--- src/rtl/plat_int_ctrl.sv ---
// Platform interrupt controller: synchronises external lines, gateways them per source
// (level or edge) and hands them to the M-mode handler through a claim/complete handshake.
module plat_int_ctrl #(
    parameter int NUM_SRC     = 16,
    parameter int SYNC_STAGES = 2,
    parameter int ID_W        = 4
) (
    input  logic               clk,
    input  logic               rst,
    input  logic [NUM_SRC-1:0] irq_in,
    input  logic               cfg_we,
    input  logic               cfg_sel,
    input  logic [NUM_SRC-1:0] cfg_wdata,
    output logic [NUM_SRC-1:0] cfg_rdata,
    input  logic               claim_req,
    output logic               claim_ack,
    output logic               claim_hit,
    output logic [ID_W-1:0]    claim_id,
    input  logic               complete_valid,
    input  logic [ID_W-1:0]    complete_id,
    output logic [NUM_SRC-1:0] plat_ip
);

    typedef enum logic [1:0] {
        ST_IDLE,
        ST_PENDING,
        ST_CLAIMED
    } src_state_e;

    logic [NUM_SRC-1:0] sync_q [SYNC_STAGES];
    logic [NUM_SRC-1:0] s;
    logic [NUM_SRC-1:0] s_d;
    logic [NUM_SRC-1:0] rise;
    logic [NUM_SRC-1:0] enable;
    logic [NUM_SRC-1:0] edge_mode;
    logic [NUM_SRC-1:0] edge_latch;
    logic [NUM_SRC-1:0] edge_latch_d;
    logic [NUM_SRC-1:0] grant_vec;
    logic               grant_hit;
    logic [ID_W-1:0]    grant_id;
    src_state_e         state_q [NUM_SRC];
    src_state_e         state_d [NUM_SRC];

    assign s         = sync_q[SYNC_STAGES-1];
    assign rise      = s & ~s_d;
    assign cfg_rdata = cfg_sel ? edge_mode : enable;

    always_ff @(posedge clk or negedge rst) begin
        if (!rst) begin
            for (int k = 0; k < SYNC_STAGES; k++) sync_q[k] <= '0;
            s_d <= '0;
        end else begin
            sync_q[0] <= irq_in;
            for (int k = 1; k < SYNC_STAGES; k++) sync_q[k] <= sync_q[k-1];
            s_d <= s;
        end
    end

    always_ff @(posedge clk or negedge rst) begin
        if (!rst) begin
            enable    <= '0;
            edge_mode <= '0;
        end else if (cfg_we) begin
            if (cfg_sel) edge_mode <= cfg_wdata;
            else         enable    <= cfg_wdata;
        end
    end

    always_comb begin
        plat_ip = '0;
        for (int i = 0; i < NUM_SRC; i++)
            plat_ip[i] = (state_q[i] == ST_PENDING) && enable[i];
    end

    // Highest index wins so claim order matches the trap block's mip priority.
    always_comb begin
        grant_hit = 1'b0;
        grant_id  = '0;
        grant_vec = '0;
        for (int i = 0; i < NUM_SRC; i++) begin
            if (plat_ip[i]) begin
                grant_hit = 1'b1;
                grant_id  = ID_W'(i);
            end
        end
        for (int i = 0; i < NUM_SRC; i++)
            grant_vec[i] = claim_req && grant_hit && (grant_id == ID_W'(i));
    end

    always_comb begin
        edge_latch_d = edge_latch;
        for (int i = 0; i < NUM_SRC; i++) begin
            state_d[i] = state_q[i];
            case (state_q[i])
                ST_IDLE: begin
                    if (edge_mode[i]) begin
                        if (rise[i] || edge_latch[i]) begin
                            state_d[i]      = ST_PENDING;
                            edge_latch_d[i] = 1'b0;
                        end
                    end else if (s[i]) begin
                        state_d[i] = ST_PENDING;
                    end
                end
                ST_PENDING: begin
                    if (grant_vec[i])                 state_d[i] = ST_CLAIMED;
                    else if (!edge_mode[i] && !s[i])  state_d[i] = ST_IDLE;
                    if (edge_mode[i] && rise[i])      edge_latch_d[i] = 1'b1;
                end
                ST_CLAIMED: begin
                    if (complete_valid && (complete_id == ID_W'(i))) state_d[i] = ST_IDLE;
                    if (edge_mode[i] && rise[i])      edge_latch_d[i] = 1'b1;
                end
                default: state_d[i] = ST_IDLE;
            endcase
        end
    end

    always_ff @(posedge clk or negedge rst) begin
        if (!rst) begin
            for (int i = 0; i < NUM_SRC; i++) state_q[i] <= ST_IDLE;
            edge_latch <= '0;
        end else begin
            for (int i = 0; i < NUM_SRC; i++) state_q[i] <= state_d[i];
            edge_latch <= edge_latch_d;
        end
    end

    always_ff @(posedge clk or negedge rst) begin
        if (!rst) begin
            claim_ack <= 1'b0;
            claim_hit <= 1'b0;
            claim_id  <= '0;
        end else begin
            claim_ack <= claim_req;
            claim_hit <= claim_req && grant_hit;
            claim_id  <= (claim_req && grant_hit) ? grant_id : '0;
        end
    end

endmodule

--- config.mk ---
export PLATFORM = sky130hd
export DESIGN_NAME = plat_int_ctrl
export DESIGN_NICKNAME = d
export VERILOG_FILES = /design/src/rtl/plat_int_ctrl.sv
export SDC_FILE = /design/constraint.sdc
export NUM_CORES = 1
export LEC_CHECK = 0
export ABC_AREA = 1
export ABC_CLOCK_PERIOD_IN_PS = 2500
export CORE_MARGIN = 3
export CORE_UTILIZATION = 35
export CTS_CLUSTER_DIAMETER = 50
export DETAILED_ROUTE_END_ITERATION = 10
export HOLD_SLACK_MARGIN = 0.12
export PLACE_DENSITY = 0.51
export SETUP_SLACK_MARGIN = 0.4
export SLEW_MARGIN = 25
export SYNTH_ARGS = -nofsm -noshare
export SYNTH_HDL_FRONTEND = slang
export SYNTH_SLANG_ARGS = --single-unit
--- constraint.sdc ---
create_clock -name clk -period 2.5 [get_ports clk]
set_clock_uncertainty 0.1 [all_clocks]
set_input_delay 0.375 -clock clk [delete_from_list [all_inputs] [get_ports clk]]
set_output_delay 0.375 -clock clk [all_outputs]
set_load 0.05 [all_outputs]
## Word-level counts from Yosys, hierarchy flattened

Cells that the tools add are included.

- Output and inout bits: 38
- Input port bits: 42
- Register bits after elaboration: 134
- Word-level logic and storage cells: 639

- Eq/ne operators: 174
- Bitwise logic cells: 3
- Multiplexer cells: 209
- Reductions and logical operators: 213

Operators with widths:

| cell | count |
|---|---|
| $mux W2 | 97 |
| $reduce_and A4 Y1 | 32 |
| $ne A2 B2 Y1 const B | 48 |
| $ne A3 B3 Y1 const B | 32 |
| $pmux W2 S3 | 16 |
| $logic_and A1 B1 Y1 | 81 |
| $mux W1 | 65 |
| $eq A4 B4 Y1 const B | 16 |
| $mux W4 | 14 |
| $ne A3 B2 Y1 const B | 16 |
| $eq A2 B1 Y1 const B | 16 |
| $eq A2 B2 Y1 const B | 16 |
| $eq A4 B3 Y1 const B | 8 |
| $logic_not A1 Y1 | 32 |
| $logic_not A2 Y1 | 16 |
| $ne A2 B1 Y1 const B | 16 |
| $pmux W1 S2 | 16 |
| $reduce_bool A2 Y1 | 16 |
| $reduce_or A2 Y1 | 16 |
| $and A16 B16 Y16 | 1 |
| $eq A4 B2 Y1 const B | 4 |
| $logic_or A1 B1 Y1 | 16 |
| $mux W16 | 1 |
| $not A16 Y16 | 1 |
| 4 further kinds | 7 |

## Logic depth before layout (Yosys ltp)

Gate-level depths: netlist (run 1).

- Depth in word-level cells: 22
- Mapped depth: 23
- Depth with buffers taken out: 23

## Worst setup path after synthesis (run 1)

Ideal clock, no wire load.

- Kind: reg-to-reg
- Start point: register state_q[23] (netlist bit)
- End point: register state_q[15] (netlist bit)
- Data arrival time: 2.122 ns
- Library setup time: 0.123 ns
- Setup slack: 0.155 ns
- Stages on the path, launching flop included: 16
- Clock period less this slack: 2.345 ns
- Data required time: 2.277 ns
- Buffers on the path: 0
- Cells stage by stage: dfrtp_1 inv_1 ha_1 nand2_1 inv_1 nor3_1 nand2_2 inv_2 a21oi_4 nand2_2 nor2_2 nand4_1 o211ai_2 nand2_1 nand2_1 o21ai_1

- Word-level cells in the longest chain between the ends: 18
- Elaborated cells between the ends (all ways): 33
- Those cells by class: 3 x eq/ne; 26 x mux; 4 x reduce/logical

Ends and longest elaborated chain:

| element | line | RTL |
|---|---|---|
| from (decl) | 41 | `src_state_e state_q [NUM_SRC];` |
| $eq A2 B1 Y1 * | 72 | `plat_ip[i] = (state_q[i] == ST_PENDING) && enable[i];` |
| $logic_and A1 B1 Y1 * | 72 |  |
| via plat_ip[4] | 21 | `output logic [NUM_SRC-1:0] plat_ip` |
| $mux W4 / $mux W1 (equally long branches) (12 in a row) | 81 | `if (plat_ip[i]) begin` |
| $eq A4 B4 Y1 / $logic_and A1 B1 Y1 (equally long branches) | 87 | `grant_vec[i] = claim_req && grant_hit && (grant_id == ID_W'(i));` |
| $logic_and A1 B1 Y1 * | 87 |  |
| $ne A3 B2 Y1 (no line) / $mux W2 (equally long branches) | n/a |  |
| $reduce_and A4 Y1 (no line) / $pmux W2 S3 (equally long branches) | n/a |  |

Mark *: on every way through the listed nets, which the timed path passes. The rest lies on a longest branch.
A chain may end at the register's enable or synchronous reset.

## Worst setup path after layout (run 1)

- Start point: register state_q[21] (netlist bit)
- End point: register state_q[26] (netlist bit)

- Word-level cells in the longest chain between the ends: 17
- Elaborated cells between the ends (all ways): 31
- Those cells by class: 3 x eq/ne; 24 x mux; 4 x reduce/logical

Ends and longest elaborated chain:

| element | line |
|---|---|
| $eq A2 B1 Y1 * | 72 |
| $logic_and A1 B1 Y1 * | 72 |
| $mux W4 / $mux W1 (equally long branches) (11 in a row) | 81 |
| $eq A4 B2 Y1 / $logic_and A1 B1 Y1 (equally long branches) | 87 |
| $logic_and A1 B1 Y1 * | 87 |
| $ne A3 B2 Y1 (no line) / $mux W2 (equally long branches) | n/a |
| $reduce_and A4 Y1 (no line) / $pmux W2 S3 (equally long branches) | n/a |

Every way passes the cells marked *; elsewhere a longest branch is shown, timed or not.

==> results of run 1 <==
## state kept, by name, indices dropped and copies added (netlist names)
signal	cells
state_q	32
edge_latch	16
edge_mode	16
enable	16
s	16
s_d	16
sync_q	16
claim_id	4
claim_ack	1
claim_hit	1
## critical path, cell delays in order (launching register included)
cell and delay [ns]:
dfrtp_1 0.38, inv_2 0.07, ha_4 0.16, nand2_4 0.11
clkinvlp_4 0.13, nor3_4 0.26, nand2_2 0.09, buf_4 0.15
nor2_4 0.16, buf_6 0.13, nand4_1 0.15, nand2_1 0.13
nand2_1 0.08, nand2_1 0.07, nand2_1 0.05
## metrics by stage
stage	power (mW)	hold slack [ns]	setup TNS (ns)
floorplan	5.673	-0.02059	0
global placement	6.811	0.2328	-0.4273
detailed placement	6.951	0.2347	-1.722
CTS	10.66	0.2479	0
global route	11.84	0.2536	0
finish	11.13	0.2473	0
## where the power goes
| group | internal (mW) | switching (mW) | total, mW |
|---|---|---|---|
| clock network | 1.62 | 0.966 | 2.58 |
| logic | 2.43 | 3.09 | 5.52 |
| registers | 2.62 | 0.402 | 3.02 |
## cells in the final DEF (no fill, tap or decap), types with 3 or more instances in the layout
master | Yosys | final
a221oi_1 | 6 | 6
dfrtp_1 | 134 | 133
inv_1 | 121 | 102
nor2_2 | 3 | 3
nor2_4 | 1 | 4
nand4_1 | 14 | 14
clkdlybuf4s50_1 | 0 | 46
o21ai_1 | 4 | 6
nand3_2 | 0 | 3
nor2_1 | 35 | 32
ha_1 | 48 | 33
inv_2 | 4 | 19
a211oi_1 | 3 | 3
nand2_4 | 2 | 21
nand3_1 | 31 | 24
o21ai_0 | 55 | 42
clkinvlp_4 | 0 | 8
o21ai_2 | 0 | 11
ha_4 | 0 | 15
nand3_4 | 0 | 4
bufinv_16 | 0 | 3
a21oi_1 | 15 | 13
nand2_1 | 213 | 183
buf_12 | 0 | 13
buf_2 | 1 | 3
clkbuf_16 | 0 | 17
nand2_8 | 0 | 3
buf_6 | 0 | 15
nand2_2 | 10 | 18
o31ai_1 | 6 | 6
a32oi_1 | 3 | 3
o21a_1 | 3 | 3
buf_4 | 0 | 85
o211ai_1 | 5 | 5
o21bai_1 | 5 | 5
nor3_1 | 20 | 18
## worst paths after layout
check                              end   startpoint  cells after the start
hold reg to reg                  s[10]   sync_q[26]                      0
setup / recovery           state_q[26]  state_q[21]                     14
setup reg to reg           state_q[26]  state_q[21]                     14
max in group asynchronous    enable[8]          rst                      3
hold / removal                   s[10]   sync_q[26]                      0
min in group asynchronous         s[0]          rst                      2
## layer usage
| layer | part of all wire (%) | vias to the layer above |
|---|---|---|
| met2 | 49 | 93 |
| li1 | - | 2826 |
| met5 | 0 | - |
| met3 | 3.5 | 28 |
| met1 | 45 | 2771 |
| met4 | 2.2 | 0 |
## logic make-up after synthesis
| group | count (synthesis) | share of synthesized area (%) |
|---|---|---|
| and+or+nand+nor | 334 | 21.60 |
| buffers and inverters | 135 | 7.678 |
| DFF | 134 | 50.68 |
| AOI/OAI and AO/OA | 117 | 10.97 |
| adders and majority gates | 48 | 9.077 |
## timing repair
action | CTS | global route
buffers inserted | 52 | 11
resized for setup | 137 | 58
endpoints found under the hold margin | 44 | 0
hold buffers | 1 | 0
pin swaps | 39 | 39
endpoints found under the setup margin | 55 | 46
## final cells by class
cell class | instances | area [um2]
multi-input cells | 499 | 3343
flip-flops and latches | 134 | 3354
clock buffers | 20 | 456.7
well taps | 229 | 286.5
clock inverters | 11 | 150.1
fillers | 1646 | 8600
repair buffers | 167 | 1590
inverters | 126 | 489.2
==> impl_metrics.py, run 1 <==
metrics = {
    "clock_network": {
        "cts.path.max_buffers": 2,
        "cts_tree": "done",
        "cts-buffers-inserted": 17,
        "clockRootBuffer": "clkbuf_16",
        "clkTransAtPathRegs_ns": 0.06,
        "clock_latency_ns": 0.43,
        "cts_num_sinks": 134,
        "h-tree-depth": 4,
    },
    "timing": {
        "grt_setup_unrepaired": "yes",
        "period_minus_slack_ns": 2.326,
        "setup_viol_count_final": 0,
        "period_share_pct": 93.04,
        "max_freq_mhz": 429.9,
        "slew_headroom_pct": 66.38,
        "hold_violations": 0,
        "layout_setup_ws_ns": 0.1741,
        "tightest_slew_ns": 0.5027,
        "slew_viol_final": 0,
    },
    "worst_setup_path": {
        "critPathMaxFanout": 4,
        "regToRegSetupSlack_ns": 0.17,
        "arrival_ns": 2.54,
        "required_ns": 2.71,
        "start_kind": "register",
        "critPathCaptureType": "register",
        "critPathKind": "register to register",
    },
    "floorplan": {
        "chipWidth_um": 143.5,
        "coreArea_um2": 18270,
        "die_height_um": 143.5,
        "initial_core_util_pct": 36.21,
        "placementRows": 49,
        "pin_count": 80,
        "dieArea_um2": 20590,
    },
    "routing": {
        "vias_per_cell": 4.821,
        "wl_per_cell_um": 15.40,
        "drtAntennaViolNets": 0,
        "first_iter_violations": 281,
        "totalWireLength_um": 18260,
        "num_vias": 5718,
        "dr.pass1.iters": 4,
        "post-route-drc-count": 0,
    },
    "run": {
        "cap_violations": 0,
    },
    "logic_synthesis": {
        "synth_most_common_cell": "nand2_1",
        "netlist_top_cells_count": "nand2_1, dfrtp_1, inv_1",
        "synth_ff_type": "dfrtp_1",
        "ys_types": 38,
        "yosysTopAreaCellShare_pct": 50.68,
        "netlist_instances": 768,
        "synth.net_count": 858,
        "synth_edf_count": 0,
        "seq_area_frac_synth_pct": 50.68,
        "async_flop_share_pct": 100.0,
        "ys_ff_latch": 134,
        "syn-cell-area_um2": 6616,
        "synth_area_leaders": "dfrtp_1, nand2_1, ha_1",
        "synth_warnings": 0,
        "synth_area_leader_cell": "dfrtp_1",
        "postSynthAreaPerCell_um2": 8.615,
    },
    "grt": {
        "grt_pass1_wl_um": 29330,
        "grtUsageTotal_pct": 18.49,
        "grt_busiest_layer": "met2",
        "grt_pass1_vias": 5830,
        "gr-usage-met1_pct": 23.14,
        "grt.met2_usage_pct": 31.18,
        "grtUsageMet3_pct": 3.960,
        "antenna_found_initial": 0,
        "overflow": 0,
        "grt_max_degree": 51,
    },
    "cells_and_area": {
        "drive_gt1_share_pct": 27.80,
        "finish.utilization_pct": 52.93,
        "antenna_cells": 0,
        "final_nets": 1035,
        "layout.cells.non_filler": 1186,
        "syn2layout_area_growth_pct": 46.16,
        "design_area_um2": 9671,
    },
    "min_path": {
        "hold_path.class": "register to register",
    },
    "run_status": {
        "run_status": "complete, no violations",
    },
    "power_and_ir_drop": {
        "leakagePower_nw": 4.857,
        "max-vdd-ir-drop_mv": 0.5537,
        "power_density_nw_per_um2": 1150,
    },
    "placed_design": {
        "place_congestion": 0.9024,
        "dpl_cell_area_um2": 8001,
        "io_buffers": 79,
        "pre_cts_ws_ns": -0.1970,
        "place_inst": 1091,
        "place_hpwl_um": 12750,
    },
}
No activity file was read; power rests on OpenSTA's default activity.
==> inputs of run 2 (changes only) <==
--- a/config.mk
+++ b/config.mk
@@ -8,11 +8,12 @@
 export ABC_AREA = 1
 export ABC_CLOCK_PERIOD_IN_PS = 2500
 export CORE_MARGIN = 3
-export CORE_UTILIZATION = 35
+export CORE_UTILIZATION = 45
 export CTS_CLUSTER_DIAMETER = 50
+export CTS_CLUSTER_SIZE = 20
 export DETAILED_ROUTE_END_ITERATION = 10
 export HOLD_SLACK_MARGIN = 0.12
-export PLACE_DENSITY = 0.51
+export PLACE_DENSITY = 0.64
 export SETUP_SLACK_MARGIN = 0.4
 export SLEW_MARGIN = 25
 export SYNTH_ARGS = -nofsm -noshare
==> impl_metrics.py, run 2 (synthesis gave the netlist of run 1 again) <==
metrics = {
    "power_and_ir_drop": {
        "total_power_mw": 10.99,
        "power_density_nw_per_um2": 1145,
        "leakagePower_nw": 4.874,
        "max-vdd-ir-drop_mv": 0.7178,
    },
    "timing": {
        "period_minus_slack_ns": 2.429,
        "grt_setup_unrepaired": "yes",
        "max_freq_mhz": 411.7,
        "tightest_slew_ns": 0.5445,
        "setup_viol_count_final": 0,
        "slew_viol_final": 0,
        "period_share_pct": 97.15,
        "finalSetupTns_ns": 0,
        "hold_violations": 0,
        "layout_setup_ws_ns": 0.07130,
        "slew_headroom_pct": 63.70,
    },
    "grt": {
        "grt_pass1_wl_um": 28260,
        "overflow": 0,
        "grt_max_degree": 82,
        "grtUsageTotal_pct": 22.22,
        "antenna_found_initial": 0,
        "grt_pass1_vias": 5913,
    },
    "cells_and_area": {
        "drive_gt1_share_pct": 28.42,
        "final_cell_mix": "nand2_1, dfrtp_1, inv_1",
        "final_nets": 1042,
        "largest_reg_flops": 32,
        "finish.utilization_pct": 67.81,
        "top_register": "state_q",
        "syn2layout_area_growth_pct": 45.03,
        "final_common_cell": "nand2_1",
        "fillers": 1059,
        "antenna_cells": 0,
    },
    "worst_setup_path": {
        "critPathMaxFanout": 8,
        "critPathTopFamily": "simple AND/OR/NAND/NOR gates",
        "crit_chain": "inv_2, ha_4, nand2_4, nand2_4, a31oi_4, o21ba_2, nor2_2, nor2_4, buf_4, inv_6, nand4_1, nand2_1, nand2_1, nand2_1, nand2_1",
        "slowest_delay_ns": 0.39,
        "start_kind": "register",
        "path_buf_inv": 3,
        "cp_slowest_cell": "dfrtp_1",
        "crit_top_cell": "nand2_1",
        "critPathCaptureType": "register",
        "regToRegSetupSlack_ns": 0.07,
        "required_ns": 2.71,
        "critPathKind": "register to register",
        "r2r-start": "state_q[27]",
        "worstSetupStartpoint": "state_q[27]",
        "arrival_ns": 2.64,
    },
    "floorplan": {
        "dieArea_um2": 16190,
        "chipWidth_um": 127.3,
        "placementRows": 43,
        "initial_core_util_pct": 46.76,
        "coreArea_um2": 14150,
        "pin_count": 80,
        "die_height_um": 127.3,
    },
    "routing": {
        "first_iter_violations": 288,
        "post-route-drc-count": 0,
        "drtAntennaViolNets": 0,
        "dr.pass1.iters": 5,
        "wl_per_cell_um": 15.63,
        "vias_per_cell": 5.172,
        "totalWireLength_um": 17880,
        "num_vias": 5917,
    },
    "min_path": {
        "hp-start": "sync_q[25]",
        "hold_path.class": "register to register",
    },
    "placed_design": {
        "place_hpwl_um": 11850,
        "place_congestion": 0.8253,
        "io_buffers": 79,
        "pre_cts_ws_ns": -0.1000,
    },
    "clock_network": {
        "clockRootBuffer": "clkbuf_16",
        "clock_latency_ns": 0.43,
        "clkTransAtPathRegs_ns": 0.06,
        "h-tree-depth": 4,
        "cts.path.max_buffers": 2,
        "cts_num_sinks": 134,
        "cts-buffers-inserted": 17,
        "cts_tree": "done",
    },
    "run_status": {
        "run_status": "complete, no violations",
    },
    "run": {
        "cap_violations": 0,
    },
}
## run 2: cell type report
| cell class | instances | area, um2 | share of cell area [%] |
|---|---|---|---|
| inverters | 126 | 494.2 | 5.151 |
| clock buffers | 17 | 425.4 | 4.433 |
| multi-input cells | 499 | 3296 | 34.35 |
| well taps | 180 | 225.2 | 2.347 |
| flip-flops and latches | 134 | 3353 | 34.95 |
| repair buffers | 174 | 1640 | 17.09 |
| clock inverters | 14 | 161.4 | 1.682 |
## run 2: what timing repair did
| item | in CTS | in global routing |
|---|---|---|
| buffers inserted | 47 | 26 |
| resized for setup | 141 | 59 |
| pin swaps | 35 | 47 |
| setup endpoints to repair | 55 | 47 |
| hold buffers | 1 | 0 |
| endpoints found under the hold margin | 53 | 0 |
## run 2: path summary, 6_finish.rpt
| path | end | cells after the start |
|---|---|---|
| max reg2reg | state_q[10] | 15 |
| max | state_q[10] | 15 |
| max in group asynchronous | edge_latch[11] | 3 |
| min in group asynchronous | edge_mode[1] | 2 |
| min | s[9] | 0 |
| min reg2reg | s[9] | 0 |
## run 2: per-layer routing
layer | vias up | part of all wire [%] | GRT usage (%)
met3 | 36 | 4.1 | 5.059
met5 | - | 0 | 0
met1 | 2902 | 43 | 27.60
met4 | 0 | 3.0 | 10.16
li1 | 2846 | - | -
met2 | 133 | 50 | 37.05
## run 2: per-stage QoR
step,cells,hold slack (ns),instance area (um2)
finish,1144,0.2458,9595
global route,1144,0.2545,9595
CTS,1118,0.2469,9264
global placement,1039,0.1850,7938
floorplan,768,-0.02059,6688
detailed placement,1039,0.1892,7938
## run 2: power breakdown
group | switching [mW] | leakage (nW) | internal, mW
registers | 0.403 | 1.65 | 2.62
logic | 3.11 | 2.94 | 2.38
clock network | 0.934 | 0.276 | 1.55
